[config.mk]
export PLATFORM = sky130hd
export DESIGN_NAME = blowfish_p_loader
export DESIGN_NICKNAME = d
export VERILOG_FILES = /design/src/rtl/blowfish_pkg.sv /design/src/rtl/blowfish_p_regfile.sv /design/src/rtl/blowfish_p_loader.sv
export SDC_FILE = /design/constraint.sdc
export NUM_CORES = 1
export LEC_CHECK = 0
export CORE_MARGIN = 10
export CORE_UTILIZATION = 62
export CTS_CLUSTER_DIAMETER = 120
export DETAILED_ROUTE_END_ITERATION = 7
export GPL_TIMING_DRIVEN = 0
export PLACE_DENSITY = 0.8
export SLEW_MARGIN = 20
export SYNTH_ARGS = -nofsm -noshare
export SYNTH_HDL_FRONTEND = slang
export SYNTH_HIERARCHICAL = 1
export SYNTH_SLANG_ARGS = --single-unit
[constraint.sdc]
create_clock -name clk -period 3.13 [get_ports clk]
set_input_delay 0.313 -clock clk [delete_from_list [all_inputs] [get_ports clk]]
set_output_delay 0.313 -clock clk [all_outputs]
set_load 0.01 [all_outputs]
[src/rtl/blowfish_pkg.sv]
// Shared constants and types for the Blowfish P-array loader.
//   P_WORDS  : subkey words per key schedule
//   WORD_W   : subkey word width
//   IDX_W    : width of a P-array index
//   state_t  : loader FSM states
//   p_wr_t   : register-file write port payload
package blowfish_pkg;

  localparam int unsigned P_WORDS = 18;
  localparam int unsigned WORD_W  = 32;
  localparam int unsigned IDX_W   = 5;

  localparam logic [IDX_W-1:0] LAST_IDX = IDX_W'(P_WORDS - 1);

  typedef enum logic [1:0] {
    IDLE  = 2'd0,
    FETCH = 2'd1,
    READY = 2'd2
  } state_t;

  typedef struct packed {
    logic              we;
    logic [IDX_W-1:0]  addr;
    logic [WORD_W-1:0] data;
  } p_wr_t;

endpackage

[src/rtl/blowfish_p_regfile.sv]
// 18 x 32 subkey register file: one write port in key-schedule order and one
// registered read port addressed in decrypt order (index k returns P[17-k]).
//   clk, reset : clock, async active-low reset (clears all words)
//   wr         : write port (we, addr, data)
//   rd_addr    : decrypt-order index k
//   rd_data    : registered P[17-k], zero for k > 17
module blowfish_p_regfile
  import blowfish_pkg::*;
(
  input  logic              clk,
  input  logic              reset,
  input  p_wr_t             wr,
  input  logic [IDX_W-1:0]  rd_addr,
  output logic [WORD_W-1:0] rd_data
);

  logic [WORD_W-1:0] mem [P_WORDS];

  // Storage; out-of-range write addresses are ignored.
  always_ff @(posedge clk or negedge reset) begin
    if (!reset) begin
      for (int i = 0; i < P_WORDS; i++) mem[i] <= '0;
    end else if (wr.we && (wr.addr <= LAST_IDX)) begin
      mem[wr.addr] <= wr.data;
    end
  end

  // Reversed read; the range check keeps the 5-bit subtract from wrapping.
  always_ff @(posedge clk or negedge reset) begin
    if (!reset) begin
      rd_data <= '0;
    end else if (rd_addr <= LAST_IDX) begin
      rd_data <= mem[LAST_IDX - rd_addr];
    end else begin
      rd_data <= '0;
    end
  end

endmodule

[src/rtl/blowfish_p_loader.sv]
// Pops the 18 expanded subkeys from the encrypt->decrypt FIFO into a local
// register file and serves them to the decrypt core in reverse order.
//   clk, reset        : clock, async active-low reset
//   encrypt_init_done : rising edge arms a load (also restarts from READY)
//   abort_blowfish    : synchronous abort to IDLE, level-sensitive
//   fifo_empty        : FIFO empty flag
//   fifo_dout         : FIFO data, valid the cycle after fifo_rd_en
//   fifo_rd_en        : FIFO pop request (never while empty)
//   p_rd_addr         : decrypt-order index k
//   p_rd_data         : registered P[17-k]
//   p_valid           : all 18 words loaded
//   loading           : load in progress
module blowfish_p_loader
  import blowfish_pkg::*;
(
  input  logic              clk,
  input  logic              reset,
  input  logic              encrypt_init_done,
  input  logic              abort_blowfish,
  input  logic              fifo_empty,
  input  logic [WORD_W-1:0] fifo_dout,
  output logic              fifo_rd_en,
  input  logic [IDX_W-1:0]  p_rd_addr,
  output logic [WORD_W-1:0] p_rd_data,
  output logic              p_valid,
  output logic              loading
);

  state_t            state;
  state_t            next_state;
  logic              init_prev;
  logic              init_rise;
  logic              start;
  logic [IDX_W-1:0]  issue_cnt;
  logic [IDX_W-1:0]  cap_cnt;
  logic              cap_flag;
  p_wr_t             wr;

  assign init_rise = encrypt_init_done & ~init_prev;

  // State register.
  always_ff @(posedge clk or negedge reset) begin
    if (!reset) state <= IDLE;
    else        state <= next_state;
  end

  // Next state; abort overrides any arm edge.
  always_comb begin
    next_state = state;
    start      = 1'b0;
    case (state)
      IDLE: begin
        if (init_rise) begin
          next_state = FETCH;
          start      = 1'b1;
        end
      end
      FETCH: begin
        if (cap_flag && (cap_cnt == LAST_IDX)) next_state = READY;
      end
      READY: begin
        if (init_rise) begin
          next_state = FETCH;
          start      = 1'b1;
        end
      end
      default: next_state = IDLE;
    endcase
    if (abort_blowfish) begin
      next_state = IDLE;
      start      = 1'b0;
    end
  end

  // Outputs decoded from state; a capture pending during abort is dropped.
  always_comb begin
    fifo_rd_en = 1'b0;
    p_valid    = 1'b0;
    loading    = 1'b0;
    wr         = '0;
    case (state)
      FETCH: begin
        loading    = 1'b1;
        fifo_rd_en = !fifo_empty && (issue_cnt < IDX_W'(P_WORDS));
        wr.we      = cap_flag && !abort_blowfish;
        wr.addr    = cap_cnt;
        wr.data    = fifo_dout;
      end
      READY:   p_valid = 1'b1;
      default: ;
    endcase
  end

  // Edge detect, pop/capture counters and the one-cycle capture flag.
  always_ff @(posedge clk or negedge reset) begin
    if (!reset) begin
      init_prev <= 1'b0;
      issue_cnt <= '0;
      cap_cnt   <= '0;
      cap_flag  <= 1'b0;
    end else begin
      init_prev <= encrypt_init_done;
      if (abort_blowfish || start) begin
        issue_cnt <= '0;
        cap_cnt   <= '0;
        cap_flag  <= 1'b0;
      end else if (state == FETCH) begin
        if (fifo_rd_en) issue_cnt <= issue_cnt + IDX_W'(1);
        if (cap_flag)   cap_cnt   <= cap_cnt + IDX_W'(1);
        cap_flag <= fifo_rd_en;
      end else begin
        cap_flag <= 1'b0;
      end
    end
  end

  blowfish_p_regfile u_regfile (
    .clk     (clk),
    .reset   (reset),
    .wr      (wr),
    .rd_addr (p_rd_addr),
    .rd_data (p_rd_data)
  );

endmodule

==> impl_metrics.json <==
{
  "setup_ws_ns": -0.0144,
  "wl_per_cell_um": 29.7,
  "hold_viol": 0,
  "final_cells": 2596,
  "vdd_drop_max_mv": 0.452,
  "setup_violations": 8,
  "multi_input_comb_area_um2": 11800,
  "total_power_mw": 16.4,
  "status": "finished, violations left",
  "io_pins": 77,
  "fillerInstances": 2784,
  "cp_slowest_stage_delay_ns": 0.65,
  "tightestPinTransition_ns": 1.13,
  "slew_viol_final": 0,
  "drcViolationCount": 0,
  "dieWidth_um": 232,
  "synth_cell_types": 52,
  "holdWs_ns": 0.201,
  "rows": 77,
  "cp_num_buf_inv": 1,
  "antenna_found_initial": 2,
  "cts_sinks": 622,
  "slowest_stage": "nor2_1",
  "grt_pass1_wl_um": 115000,
  "critPathArrivalTime_ns": 3.65,
  "fin_skew_ns": 0.00666,
  "drt_wl_total_um": 77200,
  "first_global_vias": 18100,
  "synth_area_leaders": "dfrtp_1, mux2_2, mux4_2",
  "grt_usage_pct": 29.0,
  "place_congestion": 0.924,
  "grt-ovfl-total": 0,
  "crit_required_ns": 3.64,
  "p_leak_nw": 15.6,
  "critPathLaunchType": "flip-flop",
  "cts-buffers-inserted": 61,
  "viasPerCell": 6.55,
  "fmax_mhz": 318,
  "seq_area_um2": 15600,
  "yosysTopAreaCell": "dfrtp_1",
  "netlist.area_leader.share_pct": 55.7,
  "crit_chain": "or2b_1 > nor2_1 > nand2_1 > nor4_4 > buf_4 > mux2_2",
  "insertion_delay_ns": 0.63,
  "antennaDiodeCount": 0,
  "drv_cap": 0,
  "synth-edff-count": 0,
  "fin_crit_ns": 3.14,
  "yosysMostFrequentCell": "dfrtp_1",
  "violations": "negative setup slack",
  "end_kind": "flip-flop",
  "drtAntennaViolNets": 0,
  "clock_path_buffers": 3,
  "core_area_um2": 44400,
  "cts.clk_slew.worst_paths_ns": 0.06,
  "die_area_um2": 54000,
  "yosys_warnings": 6,
  "placed_area_um2": 29600,
  "chipHeight_um": 232,
  "synth_cells": 1806,
  "htree_levels": 2,
  "fin_nets": 2004,
  "synth_area_um2": 28000,
  "num_vias": 17000,
  "hpwl_um": 48000,
  "hold_class": "input pin to flip-flop",
  "synth-seq-cells": 622,
  "crit_family": "simple AND/OR/NAND/NOR gates",
  "ys.flop_type": "dfrtp_1",
  "start_util_pct": 63.0,
  "drtPass1Iterations": 7,
  "rsz0062_at_grt": "true",
  "final.period_utilization_pct": 100,
  "synth_commonest_cells": "dfrtp_1, mux2_2, mux4_2",
  "grt_start_max_net_pins": 107,
  "clockRootBuffer": "clkbuf_16",
  "synth-async-reset-ratio_pct": 100,
  "area_growth_pct": 14.4,
  "cts_tree": "done",
  "criticalPathCategory": "flip-flop to flip-flop",
  "drive_above_1_share_pct": 46.6,
  "tns_ns": -0.0615,
  "place_inst": 2478,
  "path_max_fanout": 10,
  "synth_area_per_cell_um2": 15.5,
  "power_density_nw_per_um2": 514,
  "portBuffers": 73,
  "syn-num-nets": 1852,
  "slew-limit-headroom_pct": 24.7,
  "final_cell_area_um2": 32000,
  "drt_iter0_drc": 1723,
  "ys_seq_area_share_pct": 55.7
}
final timing paths:
kind,slack [ns],startpoint,cells past startpoint,endpoint
min reg2reg,0.49,u_regfile/mem[103]$_DFFE_PN0P_,1,u_regfile/mem[103]$_DFFE_PN0P_
max,-0.01,state[0]$_DFFE_PN0P_,6,u_regfile/mem[360]$_DFFE_PN0P_
min,0.20,encrypt_init_done,1,init_prev$_DFF_PN0_
min in group asynchronous,0.24,reset,2,issue_cnt[3]$_DFFE_PN0P_
max in group asynchronous,1.27,reset,5,u_regfile/mem[330]$_DFFE_PN0P_
max reg2reg,-0.01,state[0]$_DFFE_PN0P_,6,u_regfile/mem[360]$_DFFE_PN0P_
layout make-up:
| type | count | share of cell area (%) |
|---|---|---|
| buffer | 140 | 2.47 |
| inverter | 8 | 0.106 |
| tap | 592 | 2.32 |
| timing repair buffer | 90 | 3.09 |
| clock inverter | 11 | 0.442 |
| sequential | 622 | 48.7 |
| clock buffer | 98 | 5.99 |
| multi-input combinational | 1035 | 36.9 |
timing repair:
action                                  CTS  global route
setup buffers                             7             2
hold buffers                              1             0
gates resized for setup                  95            47
endpoints found under the setup margin  587           491
hold endpoints to repair                 61             0
pin swaps                                 2             1
power breakdown:
part | switching (mW) | total [mW] | internal, mW
combinational | 0.650 | 0.902 | 0.252
sequential | 0.00695 | 8.06 | 8.05
clock | 3.08 | 7.47 | 4.40
state kept, by name, summed over array words and instances (netlist names):
name / flops
u_regfile/mem: 576
u_regfile/rd_data: 32
cap_cnt: 5
issue_cnt: 5
state: 2
cap_flag: 1
init_prev: 1
stage by stage:
step | setup WS [ns] | util, %
after floorplan | 0.346 | -
after global placement | -24.54 | 66.3
after detailed placement | -1.28 | 66.7
after CTS | 0.00334 | 72.1
after global routing | -0.0259 | 72.0
final | -0.0144 | 72.0
worst reg2reg max path: stages (launching register included):
cell     delay (ns)
dfrtp_1        0.42
or2b_1         0.33
nor2_1         0.65
nand2_1        0.41
nor4_4         0.45
buf_4          0.38
mux2_2         0.39
placed cells by master, fill, tap and decap left out, types with 5 or more instances in the layout:
cell and n:
a21oi_1 9, a31oi_1 5, and2_1 36, buf_16 6, buf_2 51, buf_4 31, buf_6 5, clkbuf_1 49
clkbuf_16 62, clkbuf_2 14, clkbuf_4 7, clkbuf_8 23, clkdlybuf4s15_2 6, clkdlybuf4s50_1 72, clkinv_2 7, dfrtp_1 622
inv_1 6, mux2_1 14, mux2_2 567, mux2i_1 83, mux4_2 128, nand2_1 40, nand2b_1 10, nand3_1 9
nor2_1 14, nor2b_1 6, o21ai_0 31, o22a_1 27
logic make-up (layout without fill, tap and decap cells):
family,Yosys count,count (layout),share of synthesized area [%]
xor+xnor,3,3,0.0940
simple gates,147,147,2.86
compound gates,89,89,2.17
mux,792,792,36.7
flops,622,622,55.7
fa+ha+maj,4,4,0.179
buf+inv,149,347,2.35
layer usage:
layer  up-vias  part of all wire [%]  GRT usage (%)
li1       6968                     -              -
met4         0                   4.5           13.6
met5         -                     0              0
met2       742                    48           46.0
met3       200                   7.8           6.55
met1      9106                    40           37.7
(Power assumes the default switching activity.)
